## config.mk

```make
export PLATFORM = sky130hd
export DESIGN_NAME = sync_fifo_param
export DESIGN_NICKNAME = d
export VERILOG_FILES = /design/src/rtl/sync_fifo_param.sv
export SDC_FILE = /design/constraint.sdc
export NUM_CORES = 1
export LEC_CHECK = 0
export BUFFER_PORTS_ARGS = -buffer_cell sky130_fd_sc_hd__buf_4
export CAP_MARGIN = 10
export CORE_MARGIN = 2
export CORE_UTILIZATION = 45
export CTS_CLUSTER_DIAMETER = 30
export CTS_CLUSTER_SIZE = 16
export DETAILED_ROUTE_END_ITERATION = 6
export PLACE_DENSITY = 0.59
export SLEW_MARGIN = 0
export SYNTH_ARGS = -nofsm -noshare
export SYNTH_HDL_FRONTEND = slang
export SYNTH_SLANG_ARGS = --single-unit
```

## constraint.sdc

```tcl
create_clock -name clk -period 9.6 [get_ports clk]
set_input_delay 2.88 -clock clk [delete_from_list [all_inputs] [get_ports clk]]
set_output_delay 2.88 -clock clk [all_outputs]
set_load 0.005 [all_outputs]
```

## src/rtl/sync_fifo_param.sv

```systemverilog
// Single-clock FIFO with occupancy count, almost-full/empty thresholds and over/underflow pulses.
// Define SYNC_FIFO_FWFT_EN for first-word-fall-through reads; default is registered 1-cycle reads.
module sync_fifo_param #(
    parameter int unsigned WIDTH     = 32,
    parameter int unsigned DEPTH     = 8,
    parameter int unsigned AF_THRESH = DEPTH - 2,
    parameter int unsigned AE_THRESH = 2
) (
    input  logic                     clk,
    input  logic                     rst,
    input  logic                     fifo_wr_en,
    input  logic [WIDTH-1:0]         fifo_wr_data,
    input  logic                     fifo_rd_en,
    output logic [WIDTH-1:0]         fifo_rd_data,
    output logic                     fifo_rd_valid,
    output logic                     fifo_full,
    output logic                     fifo_empty,
    output logic                     fifo_almost_full,
    output logic                     fifo_almost_empty,
    output logic [$clog2(DEPTH):0]   fifo_count,
    output logic                     fifo_wr_err,
    output logic                     fifo_rd_err
);

    localparam int unsigned AW = $clog2(DEPTH);

    logic [WIDTH-1:0] mem [DEPTH];
    logic [AW:0]      wr_ptr_q, rd_ptr_q, count_q, count_d;
    logic             wr_err_q, rd_err_q;
    logic             wr_acc, rd_acc;

    assign fifo_full         = (count_q == DEPTH[AW:0]);
    assign fifo_empty        = (count_q == '0);
    assign fifo_almost_full  = (count_q >= AF_THRESH[AW:0]);
    assign fifo_almost_empty = (count_q <= AE_THRESH[AW:0]);
    assign fifo_count        = count_q;
    assign fifo_wr_err       = wr_err_q;
    assign fifo_rd_err       = rd_err_q;

    assign wr_acc = fifo_wr_en & ~fifo_full;
    assign rd_acc = fifo_rd_en & ~fifo_empty;

    always_comb begin
        count_d = count_q;
        unique case ({wr_acc, rd_acc})
            2'b10:   count_d = count_q + 1'b1;
            2'b01:   count_d = count_q - 1'b1;
            default: count_d = count_q;
        endcase
    end

    always_ff @(posedge clk) begin
        if (rst) begin
            wr_ptr_q <= '0;
            rd_ptr_q <= '0;
            count_q  <= '0;
            wr_err_q <= 1'b0;
            rd_err_q <= 1'b0;
        end else begin
            if (wr_acc) wr_ptr_q <= wr_ptr_q + 1'b1;
            if (rd_acc) rd_ptr_q <= rd_ptr_q + 1'b1;
            count_q  <= count_d;
            wr_err_q <= fifo_wr_en & fifo_full;
            rd_err_q <= fifo_rd_en & fifo_empty;
        end
    end

    // Storage is deliberately left uninitialised; reset only clears the pointers.
    always_ff @(posedge clk) begin
        if (wr_acc) mem[wr_ptr_q[AW-1:0]] <= fifo_wr_data;
    end

`ifdef SYNC_FIFO_FWFT_EN
    assign fifo_rd_data  = mem[rd_ptr_q[AW-1:0]];
    assign fifo_rd_valid = ~fifo_empty;
`else
    logic [WIDTH-1:0] rd_data_q;
    logic             rd_valid_q;

    always_ff @(posedge clk) begin
        if (rst) begin
            rd_data_q  <= '0;
            rd_valid_q <= 1'b0;
        end else begin
            rd_valid_q <= rd_acc;
            if (rd_acc) rd_data_q <= mem[rd_ptr_q[AW-1:0]];
        end
    end

    assign fifo_rd_data  = rd_data_q;
    assign fifo_rd_valid = rd_valid_q;
`endif

endmodule

```

After elaboration in Yosys (flattened, before gate mapping)
Memory sizes are Yosys's and may differ from the RTL's. A register that Yosys moved wholly into a read port is not among the register bits.
Index checks and enable logic that the tools add are counted.
- register bits after elaboration: 15
- bits in latches: 0
- RAM bits: 256
- bits in read-only memories: 0
- memories: 1
- $add $sub $neg: 4
- $mul: 0
- divide/modulo/power cells: 0
- $lt $le $gt $ge: 2
- equal/unequal tests: 3
- shift operators: 0
- mux-type cells: 3
- bitwise gates (word level): 6
- reductions and logical operators: 2
- memories (memory ; depth ; bits a word ; read ports ; clocked after memory_dff ; wr ports ; line ; source):
    mem ; 8 ; 32 ; 1 ; 1 ; 1 ; 27 ; logic [WIDTH-1:0] mem [DEPTH];
- operator list (cell ; number):
    $add A4 B1 Y4 const B ; 3
    $pmux W4 S2 ; 1
    $and A1 B1 Y1 ; 4
    $eq A4 B4 Y1 const B ; 1
    $ge A4 B3 Y1 const B ; 1
    $le A4 B2 Y1 const B ; 1
    $logic_not A4 Y1 ; 1
    $sub A4 B1 Y4 const B ; 1
    $eq A2 B1 Y1 const B ; 1
    $eq A2 B2 Y1 const B ; 1
    $mux W1 ; 2
    $not A1 Y1 ; 2
    $reduce_bool A2 Y1 ; 1

Depth between registers and ports, before layout
- depth in word-level cells: 5
- gate-level depth with buffers: 11
- mapped depth without buffers: 9

Worst setup path before layout
OpenSTA, ideal clock, no wires.
- kind: in2reg
- from: input port fifo_wr_en
- to: memory mem[0][0], enable pin
- arrival: 5.475 ns
- data required time: 9.139 ns
- path slack: 3.663 ns
- stages: 3
- path buffers: 0
- cell sequence: nand2_2 > or2_2 > nor3_1
- cells in the longest elaborated chain, start to end: 3
- RTL lines (what ; line ; source):
    from (decl) ; 11 ; input logic fifo_wr_en,
    $and A1 B1 Y1 ; 40 ; assign wr_acc = fifo_wr_en & ~fifo_full;
    $mux W1 ; 70 ; if (wr_acc) mem[wr_ptr_q[AW-1:0]] <= fifo_wr_data;
    $mux W1 (not written as such) ; 70 ;
    to (decl) ; 27 ;
Every way passes these cells.

Worst setup path in the final report
- from: register count_q[0], in the netlist fifo_count[0]
- to: output port fifo_full
- cells in the longest elaborated chain, start to end: 1
- RTL lines (what ; line ; source):
    from (decl) ; 28 ; logic [AW:0] wr_ptr_q, rd_ptr_q, count_q, count_d;
    from (signal assigned) ; 62 ; count_q <= count_d;
    $eq A4 B4 Y1 ; 32 ; assign fifo_full = (count_q == DEPTH[AW:0]);
    to (decl) ; 16 ; output logic fifo_full,
Every way passes these cells.

==> impl_metrics.prom <==
# TYPE chip_impl_metric gauge
chip_impl_metric{name="antenna_left",unit=""} 0
chip_impl_metric{name="finalNetCount",unit=""} 716
chip_impl_metric{name="hpwlAfterDp",unit="um"} 11800
chip_impl_info{name="synth.largest_area_cell",value="edfxtp_1"} 1
chip_impl_metric{name="min_period_over_period",unit="%"} 49.4
chip_impl_metric{name="pwr-share-comb",unit="%"} 16.0
chip_impl_metric{name="num_vias",unit=""} 5695
chip_impl_metric{name="synthesis.area_per_instance",unit="um2"} 20.2
chip_impl_info{name="ys_top_cells_by_area",value="edfxtp_1 68%, mux4_2 13%, dfxtp_1 8.0%, nor3_2 1.8%, o22ai_1 1.8%"} 1
chip_impl_info{name="tritoncts",value="yes"} 1
chip_impl_metric{name="fin_crit",unit="ns"} 4.74
chip_impl_metric{name="worst_slack",unit="ns"} 4.86
chip_impl_metric{name="internal_power",unit="mW"} 3.19
chip_impl_metric{name="start_util",unit="%"} 46.0
chip_impl_info{name="status",value="finished, final reports clean"} 1
chip_impl_metric{name="final_setup_violating_endpoints",unit=""} 0
chip_impl_info{name="layout.cells.most_common",value="edfxtp_1"} 1
chip_impl_metric{name="fmax",unit="GHz"} 0.211
chip_impl_metric{name="grt_start_max_net_pins",unit=""} 47
chip_impl_metric{name="clk_path_buf_depth",unit=""} 3
chip_impl_metric{name="placementRows",unit=""} 57
chip_impl_metric{name="place_congestion",unit=""} 0.699
chip_impl_metric{name="core",unit="mm2"} 0.0245
chip_impl_metric{name="first_global_vias",unit=""} 6068
chip_impl_metric{name="final-hold-violation-count",unit=""} 0
chip_impl_info{name="layout.cells.most_common_list",value="256 x edfxtp_1, 90 x buf_4, 64 x mux4_2, 59 x clkbuf_16, 43 x dfxtp_1"} 1
chip_impl_metric{name="drc",unit=""} 0
chip_impl_metric{name="vdd.ir_drop.worst",unit="V"} 0.000203
chip_impl_info{name="grt_setup_unrepaired",value="false"} 1
chip_impl_info{name="crit-reg2reg-launch",value="fifo_count[1]$_SDFFE_PP0P_"} 1
chip_impl_metric{name="tritoncts.num_buffers",unit=""} 58
chip_impl_metric{name="drt_first_iter_violations",unit=""} 363
chip_impl_metric{name="crit_arrival",unit="ns"} 1.86
chip_impl_metric{name="synth-seq-cells",unit=""} 301
chip_impl_metric{name="p_leak",unit="nW"} 4.81
chip_impl_info{name="setup.worst_path.class",value="flop to output port"} 1
chip_impl_info{name="setup_crit_end_kind",value="output port"} 1
chip_impl_metric{name="final.hold.worst_slack",unit="ns"} 0.491
chip_impl_metric{name="clock-sinks",unit=""} 301
chip_impl_metric{name="worst_pin_slew",unit="ns"} 1.04
chip_impl_metric{name="routed_len_inst",unit="um"} 21.7
chip_impl_metric{name="detailedRoute.firstPassIterationCount",unit=""} 4
chip_impl_metric{name="worst_slew_margin_rel",unit="%"} 30.1
chip_impl_metric{name="combined_area_of_all_synthesized_cells",unit="mm2"} 0.0113
chip_impl_metric{name="die_ht",unit="um"} 162
chip_impl_metric{name="cell_pwr_density",unit="mW/mm2"} 301
chip_impl_metric{name="net-switching-power",unit="mW"} 1.08
chip_impl_metric{name="post-cts-setup-buffer-count",unit=""} 0
chip_impl_metric{name="post-synth-top-area-fraction",unit="%"} 68.3
chip_impl_info{name="cts_root_buffer",value="clkbuf_16"} 1
chip_impl_metric{name="cts_max_level",unit=""} 2
chip_impl_metric{name="die_area",unit="mm2"} 0.0263
chip_impl_metric{name="critical_path_maximum_fanout",unit=""} 10
chip_impl_metric{name="wire_length_of_the_first_global_routing_pass",unit="um"} 35100
chip_impl_metric{name="clkPwrFrac",unit="%"} 45.7
chip_impl_metric{name="ioPinCount",unit=""} 79
chip_impl_metric{name="fin_tns_setup",unit="ns"} 0
chip_impl_metric{name="finalWirelength",unit="um"} 22700
chip_impl_metric{name="synth-warning-count",unit=""} 0
chip_impl_metric{name="port_buffers",unit=""} 78
chip_impl_info{name="worstHoldPathType",value="flop to flop"} 1
chip_impl_metric{name="finalClockSkew",unit="ns"} 0.0206
chip_impl_metric{name="post_route_cells_drive_above_1_share",unit="%"} 39.7
chip_impl_metric{name="cts-hold-fix-buffers",unit=""} 0
chip_impl_info{name="timing.critical_path.from",value="fifo_count[0]$_SDFFE_PP0P_"} 1
chip_impl_metric{name="syn-num-nets",unit=""} 599
chip_impl_metric{name="global_route.usage.total",unit="%"} 17.9
chip_impl_metric{name="number_of_cells_produced_by_synthesis",unit=""} 558
chip_impl_metric{name="antenna-diode-count",unit=""} 0
chip_impl_metric{name="initial_antenna_violation_count",unit=""} 0
chip_impl_info{name="worst_setup_path_start_kind",value="flop"} 1
chip_impl_metric{name="clkSlewWorstSetupHoldPaths",unit="ns"} 0.05
chip_impl_metric{name="timing.critical_path.required",unit="ns"} 6.72
chip_impl_metric{name="timing.final.max_slew_violations",unit=""} 0
chip_impl_metric{name="fp.dieW",unit="um"} 162
chip_impl_metric{name="global_route.overflow_total",unit=""} 0
chip_impl_metric{name="p_sw_share",unit="%"} 25.3
chip_impl_metric{name="clock_latency",unit="ns"} 0.56
chip_impl_metric{name="maxCapViolations",unit=""} 0
chip_impl_metric{name="p_seq_share",unit="%"} 38.2
chip_impl_info{name="hold_path_startpoint",value="fifo_rd_data[28]$_SDFFE_PP0P_"} 1
chip_impl_metric{name="syn_to_final_growth",unit="%"} 25.8
chip_impl_metric{name="synth.lib_cells_used.distinct",unit=""} 40
chip_impl_metric{name="drt-vias-per-instance",unit=""} 5.43
chip_impl_metric{name="detailedPlace.worstSlack",unit="ns"} 4.41
chip_impl_metric{name="yosysSeqAreaShare",unit="%"} 76.3
chip_impl_metric{name="cts_resized",unit=""} 0
-- critical path: stages (launching register included) --
cell and delay (ns):
dfxtp_1 0.42, or4b_1 0.69, inv_1 0.10, buf_4 0.11
-- power by group through the flow --
stage	clock network, mW	registers, mW	logic [mW]
detailed placement	0	1.66	0.696
floorplan	0	1.61	0.500
CTS	1.99	1.64	0.699
global placement	0	1.65	0.689
global route	2.06	1.65	0.752
finish	1.95	1.63	0.684
-- per-stage QoR --
step | cells | utilization, % | power, mW | cell area [um2]
global route | 1049 | 57.9 | 4.46 | 14200
floorplan | 558 | - | 2.11 | 11300
global placement | 939 | 49.9 | 2.34 | 12200
finish | 1049 | 57.9 | 4.27 | 14200
detailed placement | 939 | 49.9 | 2.35 | 12200
CTS | 1049 | 57.9 | 4.32 | 14200
-- worst paths after layout --
check                                        to  slack [ns]  depth (start not counted)
hold / removal    fifo_rd_data[28]$_SDFFE_PP0P_        0.49                          2
setup reg to reg           mem[0][15]$_DFFE_PP_        6.59                          5
hold reg to reg   fifo_rd_data[28]$_SDFFE_PP0P_        0.49                          2
setup / recovery                      fifo_full        4.86                          3
-- state kept, by name, indices dropped and copies added, names as in the netlist --
register / cells
fifo_rd_data: 32
fifo_rd_valid: 1
wr_ptr_q: 3
fifo_rd_err: 1
fifo_wr_err: 1
rd_ptr_q: 3
fifo_count: 4
mem: 256
-- routing by layer --
metal / up-vias / GRT usage [%] / share of wire [%]
met3: 42 / 3.65 / 6.8
met4: 0 / 5.83 / 2.2
li1: 2537 / - / -
met5: - / 0 / 0
met2: 201 / 28.8 / 48
met1: 2915 / 24.8 / 43
-- area by class of cell --
cell class,count,area (um2)
inverters,1,3.75
repair buffers,90,676
clock buffers,70,1530
multi-input cells,223,2520
clock inverters,40,435
flip-flops and latches,301,8590
fillers,1874,10300
well taps,324,405
-- cells by family (layout without fill, tap and decap cells) --
group	count (synthesis)	count (layout)	share of synthesized area, %
compound gates	43	43	2.40
xor+xnor	6	6	0.467
fa+ha+maj	5	5	0.556
buf+inv	34	201	1.82
flops	301	301	76.3
mux	67	67	13.1
simple gates	102	102	5.36
-- synth_stat cells --
cell type and count:
buf_1 2, nand2_2 1, clkbuf_1 13, or2b_2 1, nand3b_1 1, nor3_1 14, nand3_1 3, xnor2_1 1
inv_1 1, mux2i_1 2, nor2b_1 1, mux4_2 64, nor3_2 20, a211oi_1 1, nor3b_1 2, ha_1 5
nand2_8 1, xor2_1 5, o21ai_0 2, or4b_1 1, o22ai_1 32, or2_2 1, dfxtp_1 45, nor2_1 45
buf_4 7, buf_2 5, a21o_1 1, nand4bb_1 1, nand2_1 4, and3b_1 1, a21oi_1 5, nor4_1 1
nand4b_1 1, mux2_2 1, o41a_1 1, o22a_1 1, buf_6 6, edfxtp_1 256, nand2b_1 2, or3_1 1
No activity file was read; power rests on OpenSTA's default activity.
